<file path="config.mk">
export PLATFORM = sky130hd
export DESIGN_NAME = vga_sync_gen
export DESIGN_NICKNAME = d
export VERILOG_FILES = /design/src/rtl/vga_sync_gen.sv
export SDC_FILE = /design/constraint.sdc
export NUM_CORES = 1
export LEC_CHECK = 0
export CORE_MARGIN = 4
export CORE_UTILIZATION = 44
export CTS_CLUSTER_DIAMETER = 100
export CTS_CLUSTER_SIZE = 12
export DETAILED_ROUTE_END_ITERATION = 10
export GPL_ROUTABILITY_DRIVEN = 0
export GPL_TIMING_DRIVEN = 0
export PLACE_DENSITY_LB_ADDON = 0.05
export SLEW_MARGIN = 20
export SYNTH_ARGS = -nofsm -noshare
export SYNTH_HDL_FRONTEND = slang
export SYNTH_SLANG_ARGS = --single-unit
</file>
<file path="constraint.sdc">
create_clock -name clock -period 1.65 [get_ports clock]
set_input_delay 0.495 -clock clock [delete_from_list [all_inputs] [get_ports clock]]
set_output_delay 0.495 -clock clock [all_outputs]
set_load 0.05 [all_outputs]
</file>
<file path="src/rtl/vga_sync_gen.sv">
// VGA raster timing generator: pixel/line counters, horizontal and vertical
// phase FSMs, and registered sync/active/coordinate/strobe outputs.
module vga_sync_gen #(
    parameter int unsigned H_ACTIVE = 640,
    parameter int unsigned H_FP     = 16,
    parameter int unsigned H_SYNC   = 96,
    parameter int unsigned H_BP     = 48,
    parameter int unsigned V_ACTIVE = 480,
    parameter int unsigned V_FP     = 10,
    parameter int unsigned V_SYNC   = 2,
    parameter int unsigned V_BP     = 33,
    parameter bit          HS_POL   = 1'b0,
    parameter bit          VS_POL   = 1'b0,
    parameter int unsigned CW       = 10
) (
    input  logic          clock,
    input  logic          reset,
    input  logic          pix_en,
    output logic          hsync,
    output logic          vsync,
    output logic          active,
    output logic [CW-1:0] x,
    output logic [CW-1:0] y,
    output logic          line_start,
    output logic          frame_start
);

    localparam int unsigned H_TOTAL = H_ACTIVE + H_FP + H_SYNC + H_BP;
    localparam int unsigned V_TOTAL = V_ACTIVE + V_FP + V_SYNC + V_BP;

    localparam logic [CW-1:0] H_ACT_END  = CW'(H_ACTIVE - 1);
    localparam logic [CW-1:0] H_FP_END   = CW'(H_ACTIVE + H_FP - 1);
    localparam logic [CW-1:0] H_SYNC_END = CW'(H_ACTIVE + H_FP + H_SYNC - 1);
    localparam logic [CW-1:0] H_LAST     = CW'(H_TOTAL - 1);
    localparam logic [CW-1:0] V_ACT_END  = CW'(V_ACTIVE - 1);
    localparam logic [CW-1:0] V_FP_END   = CW'(V_ACTIVE + V_FP - 1);
    localparam logic [CW-1:0] V_SYNC_END = CW'(V_ACTIVE + V_FP + V_SYNC - 1);
    localparam logic [CW-1:0] V_LAST     = CW'(V_TOTAL - 1);

    typedef enum logic [1:0] {
        PH_ACTIVE,
        PH_FP,
        PH_SYNC,
        PH_BP
    } phase_e;

    phase_e        hph_q, hph_d;
    phase_e        vph_q, vph_d;
    logic [CW-1:0] h_q, h_d;
    logic [CW-1:0] v_q, v_d;
    logic          hsync_q, hsync_d;
    logic          vsync_q, vsync_d;
    logic          active_q, active_d;
    logic [CW-1:0] x_q, x_d;
    logic [CW-1:0] y_q, y_d;
    logic          line_start_q, line_start_d;
    logic          frame_start_q, frame_start_d;
    logic          h_last;

    // Phase leaves its region on the tick that consumes the region's last count.
    function automatic phase_e next_phase(input phase_e cur, input logic [CW-1:0] cnt,
                                          input logic [CW-1:0] act_end,
                                          input logic [CW-1:0] fp_end,
                                          input logic [CW-1:0] sync_end,
                                          input logic [CW-1:0] last);
        phase_e nxt;
        nxt = cur;
        case (cur)
            PH_ACTIVE: if (cnt == act_end)  nxt = PH_FP;
            PH_FP:     if (cnt == fp_end)   nxt = PH_SYNC;
            PH_SYNC:   if (cnt == sync_end) nxt = PH_BP;
            PH_BP:     if (cnt == last)     nxt = PH_ACTIVE;
            default:                        nxt = PH_ACTIVE;
        endcase
        return nxt;
    endfunction

    always_ff @(posedge clock or negedge reset) begin
        if (!reset) begin
            hph_q         <= PH_ACTIVE;
            vph_q         <= PH_ACTIVE;
            h_q           <= '0;
            v_q           <= '0;
            hsync_q       <= ~HS_POL;
            vsync_q       <= ~VS_POL;
            active_q      <= 1'b0;
            x_q           <= '0;
            y_q           <= '0;
            line_start_q  <= 1'b0;
            frame_start_q <= 1'b0;
        end else begin
            hph_q         <= hph_d;
            vph_q         <= vph_d;
            h_q           <= h_d;
            v_q           <= v_d;
            hsync_q       <= hsync_d;
            vsync_q       <= vsync_d;
            active_q      <= active_d;
            x_q           <= x_d;
            y_q           <= y_d;
            line_start_q  <= line_start_d;
            frame_start_q <= frame_start_d;
        end
    end

    always_comb begin
        hph_d         = hph_q;
        vph_d         = vph_q;
        h_d           = h_q;
        v_d           = v_q;
        hsync_d       = hsync_q;
        vsync_d       = vsync_q;
        active_d      = active_q;
        x_d           = x_q;
        y_d           = y_q;
        line_start_d  = 1'b0;
        frame_start_d = 1'b0;
        h_last        = (h_q == H_LAST);

        if (pix_en) begin
            h_d   = h_last ? '0 : h_q + 1'b1;
            hph_d = next_phase(hph_q, h_q, H_ACT_END, H_FP_END, H_SYNC_END, H_LAST);
            if (h_last) begin
                v_d   = (v_q == V_LAST) ? '0 : v_q + 1'b1;
                vph_d = next_phase(vph_q, v_q, V_ACT_END, V_FP_END, V_SYNC_END, V_LAST);
            end

            // Outputs describe the pixel held in the counters before this tick.
            hsync_d       = (hph_q == PH_SYNC) ? HS_POL : ~HS_POL;
            vsync_d       = (vph_q == PH_SYNC) ? VS_POL : ~VS_POL;
            active_d      = (hph_q == PH_ACTIVE) && (vph_q == PH_ACTIVE);
            x_d           = active_d ? h_q : '0;
            y_d           = active_d ? v_q : '0;
            line_start_d  = (h_q == '0);
            frame_start_d = (h_q == '0) && (v_q == '0);
        end
    end

    assign hsync       = hsync_q;
    assign vsync       = vsync_q;
    assign active      = active_q;
    assign x           = x_q;
    assign y           = y_q;
    assign line_start  = line_start_q;
    assign frame_start = frame_start_q;

endmodule

</file>
==> summary.txt, run 1 <==
Status - finished with violations
Failing checks - negative setup slack
Hold_buf cts - 0
Number of port buffers - 26
CTS buffer count - 5
Slew margin rel. - 0.680
Vias per inst - 5.33
Power per Cell Area - 837 nW/um^2
Yosys reg bits - 49
Setup Skew - 0.00335 ns
Largest net degree at the start of global routing - 32
Vias - 1835
DIE WIDTH - 81.9 um
CP Capture Type - flip-flop
IO Pins - 28
Measured slew at the worst slew-check pin - 0.482 ns
Tmin final - 1.83 ns
Crit share post-route - 1.11
Die area - 6710 um^2
Fill cell count - 443
Antenna Violating Nets Remaining - 0
Overall Global Routing Usage - 0.175
Slowest stage delay, CP - 0.39 ns
Worst setup margin - -0.177 ns
Fin area - 3200 um^2
First DRT Iteration DRCs - 109
Final Setup Violations - 4
Die height - 81.9 um
FF-to-FF End - hph_q[1]$_DFFE_PN0P_
Met2 Routed Length - 2380 um
Max Fclk - 0.547 GHz
Top_reg_cell synth - dfrtp_1
CTS tree - built
Unrepaired setup endpoints after global routing - yes
Number of diodes - 0
Vias in the first global route - 1754
TritonCTS Sinks - 49
Gr ovfl total - 0
Fin. Hold Viols - 0
Max cap viols - 0
CP max stage cell - dfrtp_1
Yosys cell types - 44
Worst VDD drop - 0.000451 V
Hold Path Class - in2async
DRT met1 WL - 2700 um
Setup Crit Path Kind - reg2reg
R2r worst-path depth - 6
Setup WS pre-CTS - -0.375 ns
Syn_area_per_cell - 11.2 um^2
Max layer used - met4
Slew Viols, Final - 0
Pwr Total - 0.00268 W
Net count, final - 290
Hold slack - 0.130 ns
Share of the synthesized area in the top cell type - 0.489
Root buf cell - clkbuf_8
Dominant cell type by area after synthesis - dfrtp_1
Yosys warns - 0
WL/cell - 15.6 um
Most common cell in the netlist - dfrtp_1
Worst-Skew Late Latency - 0.30 ns
Register area share after synthesis - 0.511
Synthesis-to-finish area growth - 33.0%
Met3 Wirelength - 230 um
Worst r2r src - h_q[0]$_DFFE_PN0P_
# rows - 26
P_leak - 1.49 nW
Cell area after synthesis - 2400 um^2
Initial core utilization - 0.462
Data required, critical path - 1.84 ns
Post-DP Area - 2780 um^2
Clock buffer depth - 2
Critical Path, Cell by Cell - ha_2 -> and4_4 -> nand4_1 -> a221o_1 -> o21bai_4 -> mux2_4
Commonest cells post-synth - dfrtp_1, a22o_1, ha_1, nor2_1, nand2_1
Clock transition at path regs - 0.09 ns
Setup TNS - -0.612 ns
DP Wirelength - 3540 um
Crit path max fanout - 6
Reg2reg setup slack - -0.18 ns
Critical Path AT - 2.01 ns
DRC viols - 0
Final WL - 5360 um
Initial antenna violation count - 0
Syn_nets - 230
Synth area leaders - dfrtp_1, a22o_1, ha_1
Pre-Repair DR Iteration Count - 4
Asr flop ratio synth - 1.00
Post-synth EDFFs - 0
H-tree Lvls - 2
Kind of start point of the critical path - flip-flop
Mapped Cells - 214
Share of layout cells above drive strength 1 - 0.365
Area of the core - 5200 um^2
Global-route wire length before repair - 8860 um
## metrics by stage
stage / util / std cells
final: 0.614 / 344
after global routing: 0.614 / 344
after CTS: 0.597 / 335
after detailed placement: 0.534 / 311
after global placement: 0.531 / 310
after floorplan: - / 214
## per-layer routing
metal / vias up / GRT usage
met1: 899 / 0.252
met3: 7 / 0.0351
met2: 42 / 0.263
li1: 887 / -
met5: - / 0
met4: 0 / 0.0581
## report_power, final
part / internal, W / switching [W] / total, W
logic: 0.000228 / 0.000266 / 0.000494
clock network: 0.000441 / 0.000386 / 0.000827
registers: 0.00127 / 0.0000842 / 0.00136
## sequential cells by signal, summed over array words and instances, names as in the netlist
name         count
h_q             10
v_q             10
x               10
y               10
hph_q            2
vph_q            2
active           1
frame_start      1
hsync            1
line_start       1
vsync            1
## worst max-delay path, delay by kind of cell (launching register included)
kind	cells	cell delay, ns
AND/OR/NAND/NOR	2	0.33
multiplexers	1	0.30
AO/OA/AOI/OAI	2	0.51
adder cells (fa/ha/maj)	1	0.19
flip-flops	1	0.39
## worst max path at each step
stage,cells after the start,slack [ns],startpoint,end
final,6,-0.18,h_q[0]$_DFFE_PN0P_,hph_q[1]$_DFFE_PN0P_
after CTS,6,-0.17,h_q[0]$_DFFE_PN0P_,hph_q[1]$_DFFE_PN0P_
after floorplan,6,-0.1,h_q[0]$_DFFE_PN0P_,hph_q[1]$_DFFE_PN0P_
after global routing,5,-0.27,v_q[4]$_DFFE_PN0P_,vph_q[1]$_DFFE_PN0P_
after detailed placement,5,-0.37,pix_en,x[6]$_DFFE_PN0P_
after global placement,1,-1.29,reset,h_q[8]$_DFFE_PN0P_
## cell families (layout without fill, tap and decap cells)
logic type,Yosys count,after routing,share of synthesized area
fa+ha+maj,13,13,0.0677
simple gates,72,72,0.177
compound gates,39,39,0.127
flops,49,49,0.511
mux,6,6,0.0281
xor+xnor,12,12,0.0437
buf+inv,23,83,0.0453
## cells in the final DEF, fill, tap and decap left out, drive strengths merged, types with 7 or more instances in the layout
cell type and n:
o21ai 9, clkdlybuf4s15 22, xnor2 7, a22o 20, nand2 11, nand3 10
dfrtp 47, clkbuf 12, inv 10, buf 37, ha 13, nor2 13
## cell type report
type / instances / area (um^2) / share of cell area
Sequential cell: 49 / 1230 / 0.386
Multi-Input combinational cell: 142 / 1160 / 0.362
Timing Repair Buffer: 54 / 500 / 0.157
Tap cell: 70 / 87.6 / 0.0274
Buffer: 12 / 76.3 / 0.0239
Clock buffer: 5 / 68.8 / 0.0215
Inverter: 10 / 37.5 / 0.0117
Clock inverter: 2 / 35.0 / 0.0110
## what timing repair did
item,in CTS,in global routing
gates resized for setup,91,20
setup endpoints to repair,62,20
pin swaps,6,13
buffers inserted,17,11
Power figures use the tool's default switching activity.
==> run 2: changes to the inputs <==
CORE_MARGIN = not set   (was 4)
==> run 2 against run 1 <==
Net effect:
- the flow still finishes with violations (negative setup slack)
- utilization is 0.92 points lower
- final area is 2.1% lower
- clock power decreased by 16%
- via count shrank 3.9%
- register-to-register slack about the same
==> summary.txt, run 2 (synthesized netlist as in run 1, its figures left out) <==
Vias in the first global route - 1646 (-6.2%)
Storage cell area - 1230 um^2 (unchanged)
Commonest non-fill, non-tap cells in the layout - dfrtp_1, a22o_1, clkdlybuf4s15_2
Crit path max fanout - 8 (+2)
Initial core utilization - 0.465 (+0.00290)
DP Wirelength - 3380 um (-4.6%)
Root buf cell - clkbuf_8
Unrepaired setup endpoints after global routing - yes
Number of diodes - 0 (unchanged)
Synthesis-to-finish area growth - 30.2%
Placed Cells - 311 (unchanged)
Data required, critical path - 1.85 ns (about the same)
Worst VDD drop - 0.000436 V (-3.3%)
DIE WIDTH - 75.9 um (-7.3%)
Initial antenna violation count - 0 (unchanged)
Share of layout cells above drive strength 1 - 0.362 (-0.00270)
Setup Skew - 0.0120 ns (+0.00865 ns)
IO Pins - 28 (unchanged)
Net count, final - 280 (-3.4%)
Area of the core - 5170 um^2 (-0.62%)
Reg2reg setup slack - -0.18 ns (about the same)
Clock transition at path regs - 0.10 ns (about the same)
Final WL - 5050 um (-5.9%)
Antenna Violating Nets Remaining - 0 (unchanged)
CP max stage cell - dfrtp_1
H-tree Lvls - 2 (unchanged)
Crit share post-route - 1.11 (+0.00242)
Largest net degree at the start of global routing - 26 (-19%)
Global-route wire length before repair - 8380 um (-5.4%)
Final Setup Violations - 4 (unchanged)
Tmin final - 1.83 ns (+0.00400 ns)
Slew Viols, Final - 0 (unchanged)
Worst-Skew Late Latency - 0.31 ns (about the same)
Slew margin rel. - 0.580 (-0.100)
Commonest non-fill, non-tap cell in the layout - dfrtp_1
Critical Path, Cell by Cell - buf_6 -> nor4_4 -> nand3_1 -> a221o_1 -> o21bai_4 -> mux2_4
# rows - 26 (unchanged)
Slowest stage delay, CP - 0.38 ns (about the same)
First DRT Iteration DRCs - 77 (-29%)
Power per Cell Area - 808 nW/um^2 (-3.5%)
Clock buffer depth - 2 (unchanged)
P_leak - 1.46 nW (-2.1%)
Fin cells - 335 (-2.6%)
Multi-input logic area - 1190 um^2 (+2.5%)
Kind of start point of the critical path - flip-flop
TritonCTS Sinks - 49 (unchanged)
CTS tree - built
Number of port buffers - 26 (unchanged)
Worst setup margin - -0.181 ns (-0.00400 ns)
Overall Global Routing Usage - 0.184 (+0.00930)
CP Capture Type - flip-flop
Critical Path AT - 2.03 ns (+0.02 ns)
Final core occ - 0.605 (-0.00920)
Hold slack - 0.200 ns (+0.0696 ns)
Measured slew at the worst slew-check pin - 0.630 ns (+0.148 ns)
Crit path capture - hph_q[1]$_DFFE_PN0P_
FF-to-FF End - hph_q[1]$_DFFE_PN0P_
Max cap viols - 0 (unchanged)
Die height - 75.9 um (-7.3%)
Fill cell count - 420 (-5.2%)
DRC viols - 0 (unchanged)
Pre-Repair DR Iteration Count - 4 (unchanged)
Die area - 5760 um^2 (-14%)
Worst r2r src - h_q[8]$_DFFE_PN0P_
Setup Crit Path Kind - reg2reg
Failing checks - negative setup slack
Gr ovfl total - 0 (unchanged)
Max Fclk - 0.546 GHz (-0.22%)
Fin. Hold Viols - 0 (unchanged)
CTS buffer count - 5 (unchanged)
Status - finished with violations
Vias per inst - 5.27 (-1.3%)
Vias - 1764 (-3.9%)
Crit path launch - h_q[8]$_DFFE_PN0P_
WL/cell - 15.1 um (-3.3%)
R2r worst-path depth - 6 (unchanged)
Hold Path Class - in2async
==> run 2: cell types whose count changed in the layout (fill, tap and decap cells not counted), sizes merged <==
cell / previous run / this run
buf: 37 / 27
bufinv: 1 / 0
clkbuf: 12 / 13
clkdlybuf4s15: 22 / 21
clkinv: 1 / 2
clkinvlp: 0 / 1
==> run 2: through the flow <==
step / total power [W] / setup WS (ns) / TNS, ns / instance area [um^2]
3_3_place_gp: 0.00174 / -1.33 / -72.36 / 2760
3_5_place_dp: 0.00175 / -0.394 / -9.15 / 2790
4_1_cts: 0.00252 / -0.155 / -0.342 / 3050
2_1_floorplan: 0.00163 / -0.0952 / -0.115 / 2420
5_1_grt: 0.00267 / -0.234 / -0.763 / 3130
6_report: 0.00253 / -0.181 / -0.403 / 3130
==> run 2: cell type report <==
class / instances / area share
inverters: 10 / 0.0120
multi-input cells: 142 / 0.379
well taps: 70 / 0.0280
clock inverters: 3 / 0.00560
clock buffers: 5 / 0.0220
flip-flops and latches: 49 / 0.394
plain buffers: 12 / 0.0244
repair buffers: 44 / 0.135
==> run 2: repair_timing <==
item,4_1_cts,5_1_grt
hold buffers,0,0
gates resized for setup,89,33
pin swaps,10,11
endpoints found under the setup margin,52,31
setup buffers,14,4
==> run 2: critical path, delay by kind of cell, from the launching register on <==
| family | cells | cell delay [ns] |
|---|---|---|
| AND/OR/NAND/NOR | 2 | 0.40 |
| AO/OA/AOI/OAI | 2 | 0.50 |
| buffers and inverters | 1 | 0.14 |
| multiplexers | 1 | 0.30 |
| flip-flops | 1 | 0.38 |
==> run 2: report_power, final <==
part / internal (W) / total, W / switching, W
sequential: 0.00127 / 0.00136 / 0.0000861
combinational: 0.000215 / 0.000476 / 0.000261
clock: 0.000293 / 0.000695 / 0.000402
total: 0.00178 / 0.00253 / 0.000749
==> run 2: how the worst min path moves through the flow <==
stage | to | slack (ns) | cells past startpoint
CTS | h_q[0]$_DFFE_PN0P_ | 0.22 | 1
floorplan | active$_DFFE_PN0P_ | 0.20 | 0
detailed placement | active$_DFFE_PN0P_ | 0.47 | 1
finish | h_q[0]$_DFFE_PN0P_ | 0.20 | 1
global placement | active$_DFFE_PN0P_ | 0.46 | 1
global route | h_q[0]$_DFFE_PN0P_ | 0.24 | 1
==> run 2: routing by layer <==
| layer | routed length [um] | up-vias | GRT usage |
|---|---|---|---|
| met5 | 0 | - | 0 |
| met4 | 55 | 0 | 0.0462 |
| met3 | 147 | 6 | 0.0361 |
| met2 | 2270 | 32 | 0.274 |
| met1 | 2570 | 855 | 0.276 |
| li1 | - | 871 | - |
==> run 3: changes to the inputs <==
GPL_ROUTABILITY_DRIVEN = not set   (was 0)
==> results of run 3 <==
The final DEF is identical to that of run 2; final timing and power are the same.
